[config.mk]
export PLATFORM = sky130hd
export DESIGN_NAME = run_detect_ctrl_flat
export DESIGN_NICKNAME = d
export VERILOG_FILES = /design/src/rtl/run_detect_ctrl_if.sv /design/src/rtl/run_detect_ctrl.sv /design/src/flat_wrapper.sv
export SDC_FILE = /design/constraint.sdc
export NUM_CORES = 1
export LEC_CHECK = 0
export ABC_AREA = 0
export CAP_MARGIN = 10
export CELL_PAD_IN_SITES_DETAIL_PLACEMENT = 0
export CELL_PAD_IN_SITES_GLOBAL_PLACEMENT = 1
export CORE_UTILIZATION = 25
export DETAILED_ROUTE_END_ITERATION = 8
export PLACE_DENSITY = 0.52
export REMOVE_ABC_BUFFERS = 1
export SETUP_SLACK_MARGIN = 0.3
export SYNTH_ARGS = -nofsm -noshare
export SYNTH_HDL_FRONTEND = slang
export SYNTH_SLANG_ARGS = --single-unit
[constraint.sdc]
create_clock -name clk -period 2.44 [get_ports clk]
set_input_delay 0.366 -clock clk [delete_from_list [all_inputs] [get_ports clk]]
set_output_delay 0.366 -clock clk [all_outputs]
set_load 0.005 [all_outputs]
[src/rtl/run_detect_ctrl_if.sv]
// Handshake bundle for run_detect_ctrl.
//   in_valid/in_ready/in_data/span_en : word input from the parallel producer
//   out_valid/out_ready/out_hits/out_any : per-word result to the consumer
// master: producer/consumer side (testbench or front end); slave: the controller.
interface run_detect_ctrl_if #(
  parameter int WIDTH = 8
);
  localparam int HW = $clog2(WIDTH + 1);

  logic             in_valid;
  logic             in_ready;
  logic [WIDTH-1:0] in_data;
  logic             span_en;
  logic             out_valid;
  logic             out_ready;
  logic [HW-1:0]    out_hits;
  logic             out_any;

  modport master (
    output in_valid, in_data, span_en, out_ready,
    input  in_ready, out_valid, out_hits, out_any
  );

  modport slave (
    input  in_valid, in_data, span_en, out_ready,
    output in_ready, out_valid, out_hits, out_any
  );
endinterface

[src/rtl/run_detect_ctrl.sv]
// run_detect_ctrl: accepts parallel words, shifts them out MSB-first, flags
// runs of RUN_LEN or more consecutive ones, and reports the hit count per word.
// Ports:
//   clk        rising-edge clock
//   reset      asynchronous active-low reset
//   bus        run_detect_ctrl_if.slave (word input and result handshakes)
//   ser_valid  serial bit is live this cycle
//   ser_bit    current serial bit (MSB of the shift register)
//   ser_hit    current bit completes or extends a qualifying run
//   clr_total  synchronous clear of total_hits (wins over a same-cycle hit)
//   total_hits saturating total of hit bits since reset/clear
module run_detect_ctrl #(
  parameter int WIDTH   = 8,
  parameter int RUN_LEN = 4,
  parameter int CNT_W   = 8
) (
  input  logic             clk,
  input  logic             reset,
  run_detect_ctrl_if.slave bus,
  output logic             ser_valid,
  output logic             ser_bit,
  output logic             ser_hit,
  input  logic             clr_total,
  output logic [CNT_W-1:0] total_hits
);

  localparam int HW = $clog2(WIDTH + 1);
  localparam int CW = $clog2(WIDTH);
  localparam logic [3:0]    RUN_MAX = 4'(RUN_LEN);
  localparam logic [CW-1:0] LAST    = CW'(WIDTH - 1);

  typedef enum logic [1:0] {
    IDLE,
    SHIFT,
    REPORT
  } state_t;

  state_t           state;
  state_t           state_next;
  logic [WIDTH-1:0] shreg;
  logic [CW-1:0]    bit_cnt;
  logic [3:0]       run;
  logic [3:0]       run_next;
  logic [HW-1:0]    word_hits;
  logic             last_bit;

  // State register
  always_ff @(posedge clk or negedge reset) begin
    if (!reset) state <= IDLE;
    else        state <= state_next;
  end

  assign last_bit = (bit_cnt == LAST);

  // Next-state logic
  always_comb begin
    state_next = state;
    unique case (state)
      IDLE:    if (bus.in_valid)  state_next = SHIFT;
      SHIFT:   if (last_bit)      state_next = REPORT;
      REPORT:  if (bus.out_ready) state_next = IDLE;
      default:                    state_next = IDLE;
    endcase
  end

  // Run tracker saturates at RUN_LEN, so every further 1 keeps matching.
  always_comb begin
    run_next = '0;
    if (shreg[WIDTH-1]) run_next = (run == RUN_MAX) ? RUN_MAX : run + 4'd1;
  end

  // Output decode
  always_comb begin
    bus.in_ready  = (state == IDLE);
    ser_valid     = (state == SHIFT);
    ser_bit       = ser_valid & shreg[WIDTH-1];
    ser_hit       = ser_valid & (run_next == RUN_MAX);
    bus.out_valid = (state == REPORT);
    bus.out_hits  = word_hits;
    bus.out_any   = |word_hits;
  end

  // Word datapath; run survives REPORT/IDLE unless a word is accepted without span_en.
  always_ff @(posedge clk or negedge reset) begin
    if (!reset) begin
      shreg     <= '0;
      bit_cnt   <= '0;
      run       <= '0;
      word_hits <= '0;
    end else begin
      unique case (state)
        IDLE: begin
          if (bus.in_valid) begin
            shreg     <= bus.in_data;
            bit_cnt   <= '0;
            word_hits <= '0;
            if (!bus.span_en) run <= '0;
          end
        end
        SHIFT: begin
          shreg   <= shreg << 1;
          bit_cnt <= bit_cnt + CW'(1);
          run     <= run_next;
          if (ser_hit) word_hits <= word_hits + HW'(1);
        end
        default: ;
      endcase
    end
  end

  // Saturating total
  always_ff @(posedge clk or negedge reset) begin
    if (!reset)                          total_hits <= '0;
    else if (clr_total)                  total_hits <= '0;
    else if (ser_hit && !(&total_hits))  total_hits <= total_hits + CNT_W'(1);
  end

endmodule

[src/flat_wrapper.sv]
// flat-port wrapper written by rule: the top's interface ports become plain ports
module run_detect_ctrl_flat 
#(
  parameter int WIDTH   = 8,
  parameter int RUN_LEN = 4,
  parameter int CNT_W   = 8
)
  (clk, reset, ser_valid, ser_bit, ser_hit, clr_total, total_hits, bus_in_valid, bus_in_data, bus_span_en, bus_out_ready, bus_in_ready, bus_out_valid, bus_out_hits, bus_out_any);
  run_detect_ctrl_if #(.WIDTH(WIDTH)) bus_i ();
  input  logic clk;
  input  logic reset;
  output logic ser_valid;
  output logic ser_bit;
  output logic ser_hit;
  input  logic clr_total;
  output logic [CNT_W-1:0] total_hits;
  input wire logic [$bits(bus_i.in_valid)-1:0] bus_in_valid;
  input wire logic [$bits(bus_i.in_data)-1:0] bus_in_data;
  input wire logic [$bits(bus_i.span_en)-1:0] bus_span_en;
  input wire logic [$bits(bus_i.out_ready)-1:0] bus_out_ready;
  output wire logic [$bits(bus_i.in_ready)-1:0] bus_in_ready;
  output wire logic [$bits(bus_i.out_valid)-1:0] bus_out_valid;
  output wire logic [$bits(bus_i.out_hits)-1:0] bus_out_hits;
  output wire logic [$bits(bus_i.out_any)-1:0] bus_out_any;
  assign bus_i.in_valid = bus_in_valid;
  assign bus_i.in_data = bus_in_data;
  assign bus_i.span_en = bus_span_en;
  assign bus_i.out_ready = bus_out_ready;
  assign bus_in_ready = bus_i.in_ready;
  assign bus_out_valid = bus_i.out_valid;
  assign bus_out_hits = bus_i.out_hits;
  assign bus_out_any = bus_i.out_any;
  run_detect_ctrl #(.WIDTH(WIDTH), .RUN_LEN(RUN_LEN), .CNT_W(CNT_W)) u_core (.clk(clk), .reset(reset), .bus(bus_i), .ser_valid(ser_valid), .ser_bit(ser_bit), .ser_hit(ser_hit), .clr_total(clr_total), .total_hits(total_hits));
endmodule
==> results list, run 1 <==
- Element type at the critical path end: output pin
- Worst reg2reg endpoint: u_core.total_hits[5]
* Run status: completed
- IR Drop Worst-Case VDD: 0.0003200 V
- The layout has 676 filler cells.
- Clock tree from TritonCTS: built
* Setup_tns: 0 ps
- Across the run, the number of max-cap violations was 0.
- Die area: 6981 sq um
- Summed over all layers, the routed wires come to 4257 um.
- The clock reaches the later pin of the worst-skew pair after 290 ps.
- Walking the worst path, the cells encountered are ha_2, and2_1, a211o_1, or3_4, inv_2, buf_2.
- On the final layout, the worst hold slack is 476.0 ps.
- Worst-case reg-to-reg path depth: 6
* Layout net count: 235
* First-pass GRT wire length: 6900 um
* Detail-routed net length per standard cell: 14.58 um
- The critical path in this run is classified as reg2out.
- The clock period could shrink to 2202 ps.
- Largest stage delay on the critical path: 410 ps
- Of all nets on the critical path, the largest fanout is 3.
- Derived from the worst setup path, the maximum achievable clock frequency is 0.4542 GHz.
- After the first detailed-routing iteration, the DRC count stood at 45.
* Initial standard-cell utilization of the core: 26.04%
* Crit path from: u_core.run[1]
* Total area of sequential cells: 725.7 sq um
- Combinational logic is responsible for 35.2% of the overall power.
* Total via count in the routed design: 1413
- The post-route netlist has 13.49% of its cells at a drive strength greater than 1.
- Across every metal layer, demand over resource in global routing totals 12.64%.
* Rel. slew slack: 64.80%
- The final critical path takes up 90.23% of the cycle.
* Avg Synthesized Cell Area: 9.724 sq um
* Half-perimeter wire length of the detailed placement result: 2959 um
* Std-Cell Rows: 29
* Cell count after synthesis: 171
* Max clock buf depth: 2
- The synthesized design contains 29 register bits.
* Dominant delay contributor by cell family on the critical path: simple AND/OR/NAND/NOR gates
* Cell count along the critical path: 6
* Leakage: 0.0009792 uW
- The clock network burns 28.8% of the power.
- Clock-pin slew was measured on the worst setup and hold paths at 70 ps.
- On the critical path, the stage with the largest delay is an instance of sky130_fd_sc_hd__dfrtp_1.
- Clock Skew: 7.510 ps
- The number of antenna violations at the first check in global routing was 0.
* Worst slew pin tran: 526.9 ps
- Max-slew violation count: 0
- The number of global-route vias before repair is 1401.
- Tightest Hold Check Type: in2async
- Die outline width: 83.56 um
* Core region area: 6386 sq um
- Clock tree synthesis inserted a total of 5 buffers.
- In this run the power density over the cells is 817.3 nW/um^2.
- The internal portion of the total power is 1220 uW.
- CTS built an H-tree with a depth of 2.
* Portion of total power attributed to sequential cells: 36.0%
* Number of antenna cells inserted: 0
- Yosys warnings: 0
- Input and output buffers added on the ports amount to 31.
* Cell area after synthesis: 1663 sq um
- Sw Share: 33.64%
* Top FF cell, synth: sky130_fd_sc_hd__dfrtp_1
- Entering global routing, the biggest net connects 30 pins.
- Summing the sequential cell areas from Yosys gives 43.64% of the chip area.
- GP Congestion: 0.7891
- Setup violations remaining at the end of the flow were counted as 0.
- Net switching power: 618.1 uW
- In the routed design, unresolved DRC markers number 0.
* Data arrival time of the critical path: 1840 ps
- CTS placed an instance of sky130_fd_sc_hd__clkbuf_8 at the clock tree root.
- Once layout is complete, the utilization of the core stands at 35.21%.
* Total I/O pin count: 32
- Antenna viol nets, final: 0
* Launch point of the worst reg-to-reg path: u_core.run[1]
- CTS saw 29 sinks.
* Footprint of the multi-input gates: 877.1 sq um
- Counting both buffers and inverters, the worst setup path holds a total of 2.
- Startpoint type of the worst setup path: flip-flop
- From synthesis to final layout, the design area changed by 35.21%.
- Power, Total: 1838 uW
- The setup check on the worst reg-to-reg path leaves a slack of 340 ps.
* Destination of the critical timing path: ser_hit
- Number of search-and-repair iterations in the first detailed-routing pass: 4
- For the worst setup path, the data required time is 2070 ps.
* Count of placed standard cells including taps: 282
- Distinct cells, synth: 36
- Vias per std cell: 4.839
* Final cell count without fillers: 292
- Setup repair after global routing missed its margin: yes
- Number of enable flip-flop cells after synthesis: 0
- In this run the vertical extent of the chip is 83.56 um.
- Total congestion overflow: 0
* FFs w/ async S/R, synth: 100.0%
- Final Hold Vio Count: 0
[cell type report]
cell class	instances	share of cell area, %
flip-flops and latches	29	32.28
clock inverters	2	1.669
multi-input cells	125	39.01
repair buffers	42	17.25
clock buffers	6	3.673
well taps	77	4.285
inverters	11	1.836
[power by group through the flow]
stage | combinational, uW | clock [uW] | sequential [uW]
final | 647 | 529 | 662
after CTS | 649 | 558 | 657
after global placement | 610 | 0 | 663
after floorplan | 326 | 0 | 669
after detailed placement | 625 | 0 | 666
after global routing | 716 | 580 | 675
[synth_stat cells, types with 4 or more instances]
library cell	n	area share, %
sky130_fd_sc_hd__o21ai_0	12	3.6
sky130_fd_sc_hd__nor2b_1	14	5.3
sky130_fd_sc_hd__nand2_1	17	3.8
sky130_fd_sc_hd__dfrtp_1	29	44
sky130_fd_sc_hd__mux2_1	6	4.1
sky130_fd_sc_hd__inv_1	10	2.3
sky130_fd_sc_hd__nor4_1	7	2.6
sky130_fd_sc_hd__nand2b_1	5	1.9
sky130_fd_sc_hd__a22oi_1	7	3.2
sky130_fd_sc_hd__a22o_1	5	2.6
sky130_fd_sc_hd__a21oi_1	4	1.2
sky130_fd_sc_hd__ha_1	7	5.3
sky130_fd_sc_hd__mux2i_1	6	3.6
sky130_fd_sc_hd__nor2_1	10	2.3
[state kept, by name (all words and copies together) (netlist names)]
register and cells:
u_core.state 2, u_core.bit_cnt 3, u_core.bus.out_hits 4, u_core.total_hits 8
u_core.run 4, u_core.shreg 8
[repair_timing]
action                     CTS  global route
setup endpoints to repair    1             2
buffers inserted             2             0
pin swaps                    4             1
hold buffers                 0             0
cloned                       0             0
gates resized for setup      8             2
[kinds of logic after synthesis]
| family | count (synthesis) | synth area share, % |
|---|---|---|
| buf+inv | 17 | 4.665 |
| simple gates | 70 | 24.00 |
| fa+ha+maj | 7 | 5.267 |
| flops | 29 | 43.64 |
| compound gates | 36 | 14.75 |
| mux | 12 | 7.675 |
[placed cells by master (no fill, tap or decap), types with 2 or more instances in the layout]
| cell type | instances |
|---|---|
| sky130_fd_sc_hd__nand4_1 | 2 |
| sky130_fd_sc_hd__clkbuf_8 | 6 |
| sky130_fd_sc_hd__nor2_1 | 10 |
| sky130_fd_sc_hd__nor2b_1 | 14 |
| sky130_fd_sc_hd__and3_1 | 2 |
| sky130_fd_sc_hd__ha_1 | 5 |
| sky130_fd_sc_hd__a21oi_1 | 4 |
| sky130_fd_sc_hd__o211ai_1 | 2 |
| sky130_fd_sc_hd__a22oi_1 | 7 |
| sky130_fd_sc_hd__clkdlybuf4s50_1 | 30 |
| sky130_fd_sc_hd__ha_2 | 2 |
| sky130_fd_sc_hd__and2_1 | 3 |
| sky130_fd_sc_hd__o21ai_0 | 12 |
| sky130_fd_sc_hd__buf_4 | 11 |
| sky130_fd_sc_hd__o21bai_1 | 2 |
| sky130_fd_sc_hd__mux2_1 | 6 |
| sky130_fd_sc_hd__mux2i_1 | 6 |
| sky130_fd_sc_hd__nand3_1 | 3 |
| sky130_fd_sc_hd__nand2_1 | 17 |
| sky130_fd_sc_hd__dfrtp_1 | 29 |
| sky130_fd_sc_hd__a22o_1 | 5 |
| sky130_fd_sc_hd__nand2b_1 | 5 |
| sky130_fd_sc_hd__inv_1 | 9 |
| sky130_fd_sc_hd__nor4_1 | 6 |
[stage by stage]
stage          area, sq um  setup slack, ps
2_1_floorplan         1627            166.9
4_1_cts               2241            247.4
3_5_place_dp          2101            50.77
6_report              2248            238.4
3_3_place_gp          2101            74.83
5_1_grt               2248            178.3
[routing by layer]
layer | global-route usage (%) | vias to the layer above | share of wire [%] | wire length (um)
met5 | 0 | - | 0 | 0
li1 | - | 690 | - | -
met3 | 4.748 | 8 | 4.2 | 180
met2 | 22.06 | 31 | 50 | 2148
met4 | 3.698 | 0 | 1.3 | 57
met1 | 14.37 | 684 | 44 | 1871
[how the worst min path moves through the flow]
stage,end
floorplan,u_core.bit_cnt[0]
CTS,u_core.total_hits[1]
global placement,u_core.shreg[0]
detailed placement,u_core.shreg[2]
finish,u_core.bus.out_hits[1]
global route,u_core.total_hits[0]
Power figures use the tool's default switching activity.
==> run 2, diff against run 1 <==
CAP_MARGIN = 20   (was 10)
TNS_END_PERCENT = 50   (was not set)
==> results list, run 2 (synthesis gave the netlist of run 1 again) <==
- Run status: completed (unchanged)
- CTS Root Buffer Type: sky130_fd_sc_hd__clkbuf_8 (unchanged)
- The clock insertion delay at the later pin of the skew report came to 290 ps (about the same).
- Worst-case reg-to-reg path depth: 6 (unchanged)
- GRT met2 Usage: 22.06% (unchanged)
- The core footprint is 6386 sq um (unchanged).
- Initial antenna violation count: 0 (unchanged)
* Registers with the highest flip-flop counts: u_core.shreg (8), u_core.total_hits (8) (unchanged)
- The remaining number of nets flagged by the antenna check after routing came to 0 (unchanged).
- The endpoint arrival time on the critical path came to 1830 ps (was 1840 ps).
- Setup repair after global routing missed its margin: yes (unchanged)
- The worst IR drop on VDD is 0.0003200 V (about the same).
- The category of the worst setup path capture point is an output pin (unchanged).
- The worst setup skew after layout came to 7.554 ps (was 7.510 ps).
* Required time reported for the critical path endpoint: 2070 ps (about the same)
- Post-synthesis to final-layout area growth: 34.84% (was 35.21%)
* Half-perimeter wire length of the detailed placement result: 2959 um (unchanged)
- The final critical-path share of the clock period is 89.96% (was 90.23%).
- The CTS buffer count is 5 (unchanged).
- The final net count came to 235 (unchanged).
- Ratio of total power to cell area: 817.4 nW/um^2 (was 817.3 nW/um^2)
- Commonest cells after routing, fill and taps aside: sky130_fd_sc_hd__clkdlybuf4s50_1, sky130_fd_sc_hd__dfrtp_1, sky130_fd_sc_hd__nand2_1, sky130_fd_sc_hd__nor2b_1, sky130_fd_sc_hd__o21ai_0 (unchanged)
- The number of max-cap violations was 0 (unchanged).
* Starting DRT DRC Count: 30 (was 45)
- Worst-path cell with the longest stage delay: sky130_fd_sc_hd__dfrtp_1 (unchanged)
- The layer with the highest usage after global routing is met2 (unchanged).
- The commonest non-fill, non-tap cell in the layout is sky130_fd_sc_hd__clkdlybuf4s50_1 (unchanged).
* Maximum number of pins on one net before global-route repair: 30 (unchanged)
- The standby leakage power is 0.0009790 uW (was 0.0009792 uW).
- The hold violation count in the final report is 0 (unchanged).
* Number of buffer cells added on primary ports: 31 (unchanged)
- Number of antenna cells inserted: 0 (unchanged)
- The capturing point of the worst reg2reg path was u_core.total_hits[5] (unchanged).
* Aggregate routed wire length: 4243 um (was 4257 um)
- Fraction of final layout cells with drive strength greater than 1: 13.02% (was 13.49%)
- Share of the core filled with cells: 35.11% (was 35.21%)
* Die Span Y: 83.56 um (unchanged)
- Dominant delay contributor by cell family on the critical path: simple AND/OR/NAND/NOR gates (unchanged)
- The buffers plus inverters on the worst setup path was 2 (unchanged).
- The last weighted congestion value of the routability-driven placer came to 0.7891 (unchanged).
- Clock edge transition at the registers on the reported setup and hold paths: 70 ps (about the same)
- Launch point of the worst reg-to-reg path: u_core.run[1] (unchanged)
- Detail-routed net length per standard cell: 14.53 um (was 14.58 um)
- The detail-routed via count per cell came to 4.846 (was 4.839).
- The remaining global-route overflow was 0 (unchanged).
- Final worst path period need: 2195 ps (was 2202 ps)
- Total I/O pin count: 32 (unchanged)
* Internal reg-to-reg setup slack: 350 ps (was 340 ps)
* Final non-filler cell area: 2242 sq um (was 2248 sq um)
- The cell area after placement came to 2101 sq um (unchanged).
- Via count of the first global-routing pass: 1401 (unchanged)
- Type of the setup path with the least slack: reg2out (unchanged)
- The setup total negative slack was 0 ps (unchanged).
- The die boundary width is 83.56 um (unchanged).
- The launching element type of the critical path is a flip-flop (unchanged).
- The TritonCTS clock tree is built (unchanged).
- The final number of setup-violating endpoints came to 0 (unchanged).
- The first-pass detailed-route iteration total was 4 (unchanged).
* Rel. slew slack: 64.81% (was 64.80%)
- The highest clock rate came to 0.4556 GHz (was 0.4542 GHz).
- Initial standard-cell utilization of the core: 26.04% (unchanged)
- The number of H-tree levels was 2 (unchanged).
- First-pass GRT wire length: 6900 um (unchanged)
- The transition at the pin with the smallest max-transition slack is 526.7 ps (was 526.9 ps).
- Maximum net fanout on the critical path: 3 (unchanged)
- Std-Cell Rows: 29 (unchanged)
* Max clock buf depth: 2 (unchanged)
* Clock sink count: 29 (unchanged)
- Cells traversed along the worst timing path: ha_2, and2_1, a211o_1, or3_4, inv_2, buf_2 (unchanged)
- Max-slew violation count: 0 (unchanged)
- Total via count in the routed design: 1415 (was 1413)
* Largest stage delay on the critical path: 400 ps (was 410 ps)
* Overall fraction of global-route tracks in use: 12.64% (unchanged)
* Tightest Hold Check Type: in2async (unchanged)
* Die area: 6981 sq um (unchanged)
* Final hold slack: 477.4 ps (was 476.0 ps)
* Global-route track usage on met3: 4.748% (unchanged)
- GR met1 Demand/Resource: 14.37% (unchanged)
* Residual DRC count: 0 (unchanged)
==> run 2: stage by stage <==
step	setup slack [ps]	total power, uW	std cells
CTS	247.4	1864	292
global route	178.3	1967	292
global placement	74.83	1273	282
detailed placement	50.77	1291	282
finish	245.0	1833	292
floorplan	166.9	994.6	165
==> run 2: repair_timing <==
item | 4_1_cts | 5_1_grt
buffers inserted | 2 | 0
hold buffers | 0 | 0
pin swaps | 4 | 1
setup endpoints to repair | 1 | 2
gates resized for setup | 8 | 1
==> run 2: area by class of cell <==
type / instances / area [sq um]
Inverter: 11 / 41.29
Multi-Input combinational cell: 125 / 870.8
Tap cell: 77 / 96.34
Sequential cell: 29 / 725.7
Clock buffer: 6 / 82.58
Timing Repair Buffer: 42 / 387.9
Fill cell: 678 / 4144
Clock inverter: 2 / 37.54
==> run 2: worst max-delay path by stage <==
| stage | start | to | slack [ps] | cells after the start |
|---|---|---|---|---|
| floorplan | u_core.run[0] | ser_hit | 170 | 6 |
| global placement | u_core.run[0] | ser_hit | 70 | 6 |
| detailed placement | u_core.run[0] | ser_hit | 50 | 6 |
| CTS | u_core.run[0] | ser_hit | 250 | 7 |
| global route | u_core.run[0] | ser_hit | 180 | 6 |
| finish | u_core.run[1] | ser_hit | 250 | 6 |
==> run 2: per-layer routing <==
layer / up-vias / share of wire, %
met5: - / 0
met4: 0 / 1.5
met3: 8 / 4.3
met2: 31 / 49
met1: 687 / 45
li1: 689 / -
==> run 2: report_power, final <==
part | switching, uW | internal (uW)
clock | 198 | 332
combinational | 337 | 305
sequential | 78.5 | 582
